<file path="config.mk">
export PLATFORM = sky130hd
export DESIGN_NAME = ram_bist_seq
export DESIGN_NICKNAME = d
export VERILOG_FILES = /design/src/rtl/ram_bist_seq.sv
export SDC_FILE = /design/constraint.sdc
export NUM_CORES = 1
export LEC_CHECK = 0
export BUFFER_PORTS_ARGS = -buffer_cell sky130_fd_sc_hd__clkbuf_2
export CORE_UTILIZATION = 44
export CTS_CLUSTER_SIZE = 14
export DETAILED_ROUTE_END_ITERATION = 12
export GPL_TIMING_DRIVEN = 0
export PLACE_DENSITY = 0.75
export REMOVE_ABC_BUFFERS = 1
export SLEW_MARGIN = 20
export SYNTH_ARGS = -nofsm -noshare
export SYNTH_HDL_FRONTEND = slang
export SYNTH_SLANG_ARGS = --single-unit
</file>
<file path="constraint.sdc">
create_clock -name clk -period 12.66 [get_ports clk]
set_clock_uncertainty 0.15 [all_clocks]
set_input_delay 1.266 -clock clk [delete_from_list [all_inputs] [get_ports clk]]
set_output_delay 1.266 -clock clk [all_outputs]
set_load 0.02 [all_outputs]
</file>
<file path="src/rtl/ram_bist_seq.sv">
// March-style BIST sequencer for a dual-port RAM: write pattern, read/check,
// write inverse with ports swapped, read/check; reports first failure and error count.
module ram_bist_seq #(
  parameter int unsigned WIDTH   = 32,
  parameter int unsigned AW      = 8,
  parameter int unsigned RD_LAT  = 1,
  parameter logic [31:0] PATTERN = 32'hA5A5A5A5
) (
  input  logic             clk,
  input  logic             rst_n,
  input  logic             start,
  input  logic             abort,
  output logic [AW-1:0]    ram_addr0,
  output logic [AW-1:0]    ram_addr1,
  output logic             ram_wr,
  output logic [WIDTH-1:0] ram_wdata0,
  output logic [WIDTH-1:0] ram_wdata1,
  input  logic [WIDTH-1:0] ram_rdata0,
  input  logic [WIDTH-1:0] ram_rdata1,
  output logic             busy,
  output logic             done,
  output logic             pass,
  output logic [AW-1:0]    fail_addr,
  output logic             fail_port,
  output logic [15:0]      err_count
);

  localparam logic [WIDTH-1:0] PAT = WIDTH'(PATTERN);

  typedef enum logic [2:0] {IDLE, WR0, RD0, DRN0, WR1, RD1, DRN1, DONE} state_t;

  state_t            state_q, state_d;
  logic [AW-2:0]     k_q, k_d;
  logic [1:0]        dcnt_q, dcnt_d;
  logic [AW-1:0]     addr0_q, addr0_d, addr1_q, addr1_d;
  logic              wr_q, wr_d;
  logic [WIDTH-1:0]  wdata0_q, wdata0_d, wdata1_q, wdata1_d;
  logic              busy_q, busy_d, done_q, done_d, pass_q, pass_d;
  logic [AW-1:0]     faddr_q, faddr_d;
  logic              fport_q, fport_d;
  logic [15:0]       err_q, err_d;

  // Stage 0 is issued together with the address; stage RD_LAT lines up with rdata.
  logic [RD_LAT:0]          pv_q, pv_d, pinv_q, pinv_d;
  logic [RD_LAT:0][AW-1:0]  pa0_q, pa0_d, pa1_q, pa1_d;

  logic [WIDTH-1:0] exp0, exp1;
  logic             mis0, mis1;
  logic [16:0]      sum;

  function automatic logic [WIDTH-1:0] pat_d(input logic [AW-1:0] a);
    return WIDTH'(a) ^ PAT;
  endfunction

  always_comb begin
    state_d = state_q;
    k_d     = k_q;
    dcnt_d  = dcnt_q;
    busy_d  = busy_q;
    done_d  = done_q;
    pass_d  = pass_q;
    faddr_d = faddr_q;
    fport_d = fport_q;
    err_d   = err_q;

    exp0 = pinv_q[RD_LAT] ? ~pat_d(pa0_q[RD_LAT]) : pat_d(pa0_q[RD_LAT]);
    exp1 = pinv_q[RD_LAT] ? ~pat_d(pa1_q[RD_LAT]) : pat_d(pa1_q[RD_LAT]);
    mis0 = pv_q[RD_LAT] && (ram_rdata0 != exp0);
    mis1 = pv_q[RD_LAT] && (ram_rdata1 != exp1);
    sum  = {1'b0, err_q} + {16'b0, mis0} + {16'b0, mis1};
    if (mis0 || mis1) begin
      err_d = sum[16] ? '1 : sum[15:0];
      if (err_q == '0) begin
        faddr_d = mis0 ? pa0_q[RD_LAT] : pa1_q[RD_LAT];
        fport_d = !mis0;
      end
    end

    case (state_q)
      IDLE, DONE: if (start) begin
        state_d = WR0;
        k_d     = '0;
        busy_d  = 1'b1;
        done_d  = 1'b0;
        pass_d  = 1'b0;
        err_d   = '0;
        faddr_d = '0;
        fport_d = 1'b0;
      end
      WR0, RD0, WR1, RD1: begin
        k_d = k_q + 1'b1;
        if (k_q == '1) begin
          k_d     = '0;
          dcnt_d  = '0;
          state_d = (state_q == WR0) ? RD0 :
                    (state_q == RD0) ? DRN0 :
                    (state_q == WR1) ? RD1 : DRN1;
        end
      end
      DRN0, DRN1: begin
        dcnt_d = dcnt_q + 1'b1;
        if (dcnt_q == 2'(RD_LAT - 1)) begin
          if (state_q == DRN0) begin
            state_d = WR1;
          end else begin
            state_d = DONE;
            busy_d  = 1'b0;
            done_d  = 1'b1;
            pass_d  = (err_d == '0);
          end
        end
      end
      default: state_d = IDLE;
    endcase

    // Abort discards the in-flight compare but keeps the accumulated result.
    if (abort) begin
      state_d = IDLE;
      busy_d  = 1'b0;
      done_d  = 1'b0;
      pass_d  = 1'b0;
      err_d   = err_q;
      faddr_d = faddr_q;
      fport_d = fport_q;
    end

    addr0_d  = '0;
    addr1_d  = '0;
    if (state_d == WR0 || state_d == RD0) begin
      addr0_d = {k_d, 1'b0};
      addr1_d = {k_d, 1'b1};
    end else if (state_d == WR1 || state_d == RD1) begin
      addr0_d = {k_d, 1'b1};
      addr1_d = {k_d, 1'b0};
    end
    wr_d     = (state_d == WR0) || (state_d == WR1);
    wdata0_d = '0;
    wdata1_d = '0;
    if (state_d == WR0) begin
      wdata0_d = pat_d(addr0_d);
      wdata1_d = pat_d(addr1_d);
    end else if (state_d == WR1) begin
      wdata0_d = ~pat_d(addr0_d);
      wdata1_d = ~pat_d(addr1_d);
    end

    pv_d[0]   = (state_d == RD0) || (state_d == RD1);
    pinv_d[0] = (state_d == RD1);
    pa0_d[0]  = addr0_d;
    pa1_d[0]  = addr1_d;
    for (int unsigned i = 1; i <= RD_LAT; i++) begin
      pv_d[i]   = pv_q[i-1] && !abort;
      pinv_d[i] = pinv_q[i-1];
      pa0_d[i]  = pa0_q[i-1];
      pa1_d[i]  = pa1_q[i-1];
    end
  end

  always_ff @(posedge clk or negedge rst_n) begin
    if (!rst_n) begin
      state_q  <= IDLE;
      k_q      <= '0;
      dcnt_q   <= '0;
      addr0_q  <= '0;
      addr1_q  <= '0;
      wr_q     <= 1'b0;
      wdata0_q <= '0;
      wdata1_q <= '0;
      busy_q   <= 1'b0;
      done_q   <= 1'b0;
      pass_q   <= 1'b0;
      faddr_q  <= '0;
      fport_q  <= 1'b0;
      err_q    <= '0;
      pv_q     <= '0;
      pinv_q   <= '0;
      pa0_q    <= '0;
      pa1_q    <= '0;
    end else begin
      state_q  <= state_d;
      k_q      <= k_d;
      dcnt_q   <= dcnt_d;
      addr0_q  <= addr0_d;
      addr1_q  <= addr1_d;
      wr_q     <= wr_d;
      wdata0_q <= wdata0_d;
      wdata1_q <= wdata1_d;
      busy_q   <= busy_d;
      done_q   <= done_d;
      pass_q   <= pass_d;
      faddr_q  <= faddr_d;
      fport_q  <= fport_d;
      err_q    <= err_d;
      pv_q     <= pv_d;
      pinv_q   <= pinv_d;
      pa0_q    <= pa0_d;
      pa1_q    <= pa1_d;
    end
  end

  assign ram_addr0  = addr0_q;
  assign ram_addr1  = addr1_q;
  assign ram_wr     = wr_q;
  assign ram_wdata0 = wdata0_q;
  assign ram_wdata1 = wdata1_q;
  assign busy       = busy_q;
  assign done       = done_q;
  assign pass       = pass_q;
  assign fail_addr  = faddr_q;
  assign fail_port  = fport_q;
  assign err_count  = err_q;

endmodule

</file>
Word-level counts from Yosys, hierarchy flattened
Index checks and enable logic that the tools add are counted.
{ "totals": {"reg_bits": 141, "input_bits": 68, "out_inout_bits": 109, "wordCells": 120} }
{ "op_classes": {"n_addsub": 4, "eq_ne": 18, "mux": 51, "n_bitwise": 8, "reduce_logical": 21} }
{ "op_table": {"columns": ["op", "n"], "rows": [
  ["32-bit two-way mux", 6],
  ["32-bit inverter", 4],
  ["8-bit two-way mux", 9],
  ["16-bit two-way mux", 4],
  ["32-bit != test", 2],
  ["4-bit inverter with 16-bit output", 4],
  ["16-bit logical NOT", 2],
  ["3-bit equality test (second input constant)", 6],
  ["3-bit two-way mux", 6],
  ["16-bit by 1-bit adder with 17-bit output", 1],
  ["17-bit by 1-bit adder with 17-bit output", 1],
  ["1-bit two-way mux", 15],
  ["7-bit two-way mux", 2],
  ["7-bit one-hot mux with 2 select lines", 1],
  ["3-bit by 2-bit equality test with 1-bit output (second input constant)", 3],
  ["3-bit != test (second input constant)", 3],
  ["3-bit one-hot mux with 3 select lines", 1],
  ["7-bit by 1-bit adder with 7-bit output (second input constant)", 1],
  ["7-bit equality test (second input constant)", 1],
  ["3-bit by 1-bit equality test with 1-bit output (second input constant)", 2],
  ["2-bit two-way mux", 3],
  ["1-bit one-hot mux with 2 select lines", 3],
  ["1-bit logical OR", 5],
  ["2-bit one-hot mux with 2 select lines", 1],
  ["other kinds (12)", 16]
]} }

Logic depth before layout (Yosys ltp)
{ "depth": {"depth_word": 15, "depth_mapped": 19, "depth_no_buf": 16} }

Worst setup path before layout
Ideal clock, no wire load.
{ "synth_path": {"kind": "input -> register", "start": "input port ram_rdata0[19]", "end": "register pass_q, in the netlist pass", "setup_time_ns": 0.076, "arrival_time_ns": 4.604, "required_time_ns": 12.434, "slack_ns": 7.830, "cell_stages": 17, "path_cell_list": "nor4bb_1 nand4b_1 a222oi_1 and3_2 nor2_1 fa_1 ha_1 and4_1 and3_1 buf_4 and3_1 buf_2 o21ai_0 and4_1 o311ai_1 a2111o_1 o21ai_1"} }
{ "synth_via": {"elab_chain_len": 11} }
{ "synth_lines": {"columns": ["item", "line", "source"], "rows": [
  ["start, declared", "18", "input logic [WIDTH-1:0] ram_rdata0,"],
  ["32-bit != test (*)", "68", "mis0 = pv_q[RD_LAT] && (ram_rdata0 != exp0);"],
  ["1-bit logical AND (*)", "68", null],
  ["16-bit by 1-bit adder with 17-bit output", "70", "sum = {1'b0, err_q} + {16'b0, mis0} + {16'b0, mis1};"],
  ["17-bit by 1-bit adder with 17-bit output", "70", null],
  ["16-bit two-way mux", "72", "err_d = sum[16] ? '1 : sum[15:0];"],
  ["16-bit two-way mux (*)", "71", "if (mis0 || mis1) begin"],
  ["16-bit logical NOT (*)", "109", "pass_d = (err_d == '0);"],
  ["1-bit two-way mux (*)", "103", "if (state_q == DRN0) begin"],
  ["1-bit two-way mux (*)", "102", "if (dcnt_q == 2'(RD_LAT - 1)) begin"],
  ["1-bit one-hot mux with 2 select lines (*)", "79", "case (state_q)"],
  ["1-bit two-way mux (*)", "117", "if (abort) begin"],
  ["end signal, assigned", "190", "pass_q <= pass_d;"],
  ["end, declared", "38", "logic busy_q, busy_d, done_q, done_d, pass_q, pass_d;"]
]} }
Every way passes the cells marked *; elsewhere a longest branch is shown, timed or not. The select of a mux whose other input is x is not followed.
A chain may end at the register's enable or synchronous reset.

Final worst setup path
{ "layout_path": {"start": "input port ram_rdata0[18]", "end": "register pass_q, in the netlist pass"} }
The elaborated chain is that of the path after synthesis.

==> impl_metrics.yaml <==
outcome:
  status: "complete, no violations"
floorplanning:
  rows: 37
  fp.dieArea_mm2: 0.0112
  core_mm2: 0.0104
  die_w_um: 106
  initial_utilization_pct: 45.8
  dieHeight_um: 106
  io-pin-count: 177
setup_path:
  criticalPathCategory: "primary input to register"
  endpoint_kind: "register"
  crit_path_start: "ram_rdata0[18]"
  r2r-start: "pinv_q[1]"
  start_kind: "primary input"
  required_ns: 12.73
  path_cells: "clkbuf_2 -> nor4bb_1 -> nand4b_1 -> a222oi_1 -> and3_2 -> nor2_1 -> fa_1 -> ha_1 -> and4_1 -> and3_1 -> nand3_1 -> nor3_1 -> a21oi_1 -> and3b_1 -> o311ai_1 -> o21ai_1"
  cpPeakStageDelay_ns: 0.44
  arrival_ns: 5.09
  cp_max_fo: 7
  crit_path_top_delay_cell: "fa_1"
routing:
  via_count: 4069
  dr.pass1.iters: 5
  vias_per_cell: 5.41
  wl_per_cell_um: 15.3
  ant_nets: 0
  drtIter0Drc: 250
  drc_errors: 0
  finalWirelength_um: 11500
logic_synthesis:
  synthTopCellsByCount: "dfrtp_1, buf_4, nor2_1, nand2_1, a21oi_1"
  synth-edff-count: 0
  synthesis.area_mm2: 0.00475
  ys_types: 66
  yosys.area.top_type: "dfrtp_1"
  synth_most_common_cell: "dfrtp_1"
  syn_area_per_cell_um2: 9.15
  synth_cells: 519
  synth_top_flop_cell: "dfrtp_1"
  synth-seq-cells: 74
  ys_seq_area_share_pct: 39.0
  synth_warnings: 0
  synth-async-reset-ratio_pct: 100
  synth_top_area_share_pct: 39.0
  yosys-top-cells-area: "dfrtp_1, buf_4, nor2_1"
timing:
  worstMarginPinSlew_ns: 0.598
  rsz0062_at_grt: "false"
  timing.fmax_mhz: 199
  period_share_pct: 39.6
  setup_tns_ns: 0
  drv_slew: 0
  slew_headroom_pct: 60.1
  fin_crit_ns: 5.02
  finalSetupViolations: 0
  hold_viol_final: 0
grt:
  grt_max_degree: 40
  grt_pass1_vias: 3703
  gr-usage-all-layers_pct: 20.7
  grt_pass1_wl_um: 18200
  gr-total-overflow: 0
  antenna_found_initial: 0
final_layout:
  diodes: 0
  fin_util_pct: 51.9
  finalInstanceArea_mm2: 0.00538
  areaGrowthSynthToFinish_pct: 13.4
  layout-drive-gt1-share_pct: 33.4
  n_fill_cell: 1008
  instances_no_fill: 752
  finalNetCount: 684
clocking:
  cts_setup_buffers: 0
  cts_buffer_depth: 2
  holdBufCountCts: 0
  htree_levels: 3
  clock-sinks: 74
  cts_resized: 0
  cts_tree: "built"
  clkLatencyLatePin_ns: 0.35
  clockRootBuffer: "clkbuf_8"
  numCtsBuffers: 9
  clk_pin_slew_worst_paths_ns: 0.08
placed_design:
  hpwl_um: 8580
  gp_congestion: 0.855
  placed_area_mm2: 0.00518
  io_buffers: 176
  dp_cells: 737
power:
  p_per_area_mw_per_mm2: 137
  peakVddDrop_uv: 151
  p_leak_nw: 2.80
flow_run:
  drv_cap: 0
worst_hold_path:
  min_from: "pinv_q[0]"
  hold_class: "register to register"
## stage by stage
step	power, mW	hold WS, ns	worst slack, ns
after detailed placement	0.544	0.190	7.36
after floorplan	0.450	0.181	7.95
after CTS	0.745	0.205	7.71
after global placement	0.536	0.188	7.38
final	0.738	0.200	7.64
after global routing	0.781	0.212	7.37
## flip-flops by register name, indices dropped and copies added (netlist names), 3 cells and up
signal,cells
err_count,16
fail_addr,8
ram_wdata1,10
pa1_q,7
state_q,3
k_q,7
pa1_d,7
## layout by cell type (no fill, tap or decap), types with 3 or more instances in the layout
master	n
a21oi_1	28
a22o_1	8
a31oi_1	3
and2_1	4
and3_1	15
and3b_1	7
and4_1	5
clkbuf_2	175
clkbuf_8	9
dfrtp_1	74
ha_1	3
inv_1	15
inv_2	3
mux2i_1	8
nand2_1	34
nand3_1	18
nand4_1	8
nand4b_1	13
nor2_1	42
nor2b_1	4
nor3_1	9
nor3b_1	4
nor4_1	3
nor4b_1	3
nor4bb_1	12
o21a_1	4
o21ai_0	8
o21ai_1	18
o22a_1	3
o2bb2ai_1	4
o311ai_1	3
xnor2_1	12
xor2_1	9
## critical path, delay by kind of cell
| kind | cells | cell delay, ns |
|---|---|---|
| AO/OA/AOI/OAI | 4 | 1.20 |
| adder cells (fa/ha/maj) | 2 | 0.67 |
| AND/OR/NAND/NOR | 9 | 1.86 |
| buffers and inverters | 1 | 0.09 |
## routing by layer
metal | routed length (um) | up-vias | track usage, % | share of wire (%)
met1 | 5020 | 1930 | 26.4 | 44
met4 | 208 | 0 | 8.04 | 1.8
met3 | 716 | 16 | 5.63 | 6.2
li1 | - | 1981 | - | -
met5 | 0 | - | 0 | 0
met2 | 5560 | 142 | 33.2 | 48
## logic make-up (layout without fill, tap and decap cells)
family / after synthesis / count (layout) / share of synthesized area, %
compound gates: 101 / 101 / 14.5
xor+xnor: 21 / 21 / 3.87
mux: 11 / 11 / 2.40
other cells: 1 / 1 / 0.0790
flops: 74 / 74 / 39.0
simple gates: 194 / 194 / 24.0
fa+ha+maj: 4 / 4 / 1.21
buf+inv: 113 / 210 / 15.0
## final cells by class
class                           count  area, um^2  share of cell area, %
Inverter                           18        67.6                   1.25
Sequential cell                    74        1850                   34.4
Clock buffer                       10         128                   2.37
Tap cell                          136         170                   3.16
Timing Repair Buffer              177         903                   16.8
Clock inverter                      5        78.8                   1.46
Multi-Input combinational cell    332        2180                   40.6
## worst paths after layout
path	endpoint	cells past startpoint	slack [ns]
hold / removal	pinv_q[1]	0	0.20
hold reg to reg	pinv_q[1]	0	0.20
setup / recovery	pass	16	7.64
max in group asynchronous	fail_addr[3]	2	11.01
min in group asynchronous	ram_wr	1	0.76
setup reg to reg	pass	15	8.03
## where the power goes
part	internal [mW]	switching [mW]	total (mW)
sequential	0.265	0.0344	0.299
clock	0.110	0.0892	0.199
combinational	0.0850	0.155	0.240
(Power assumes the default switching activity.)
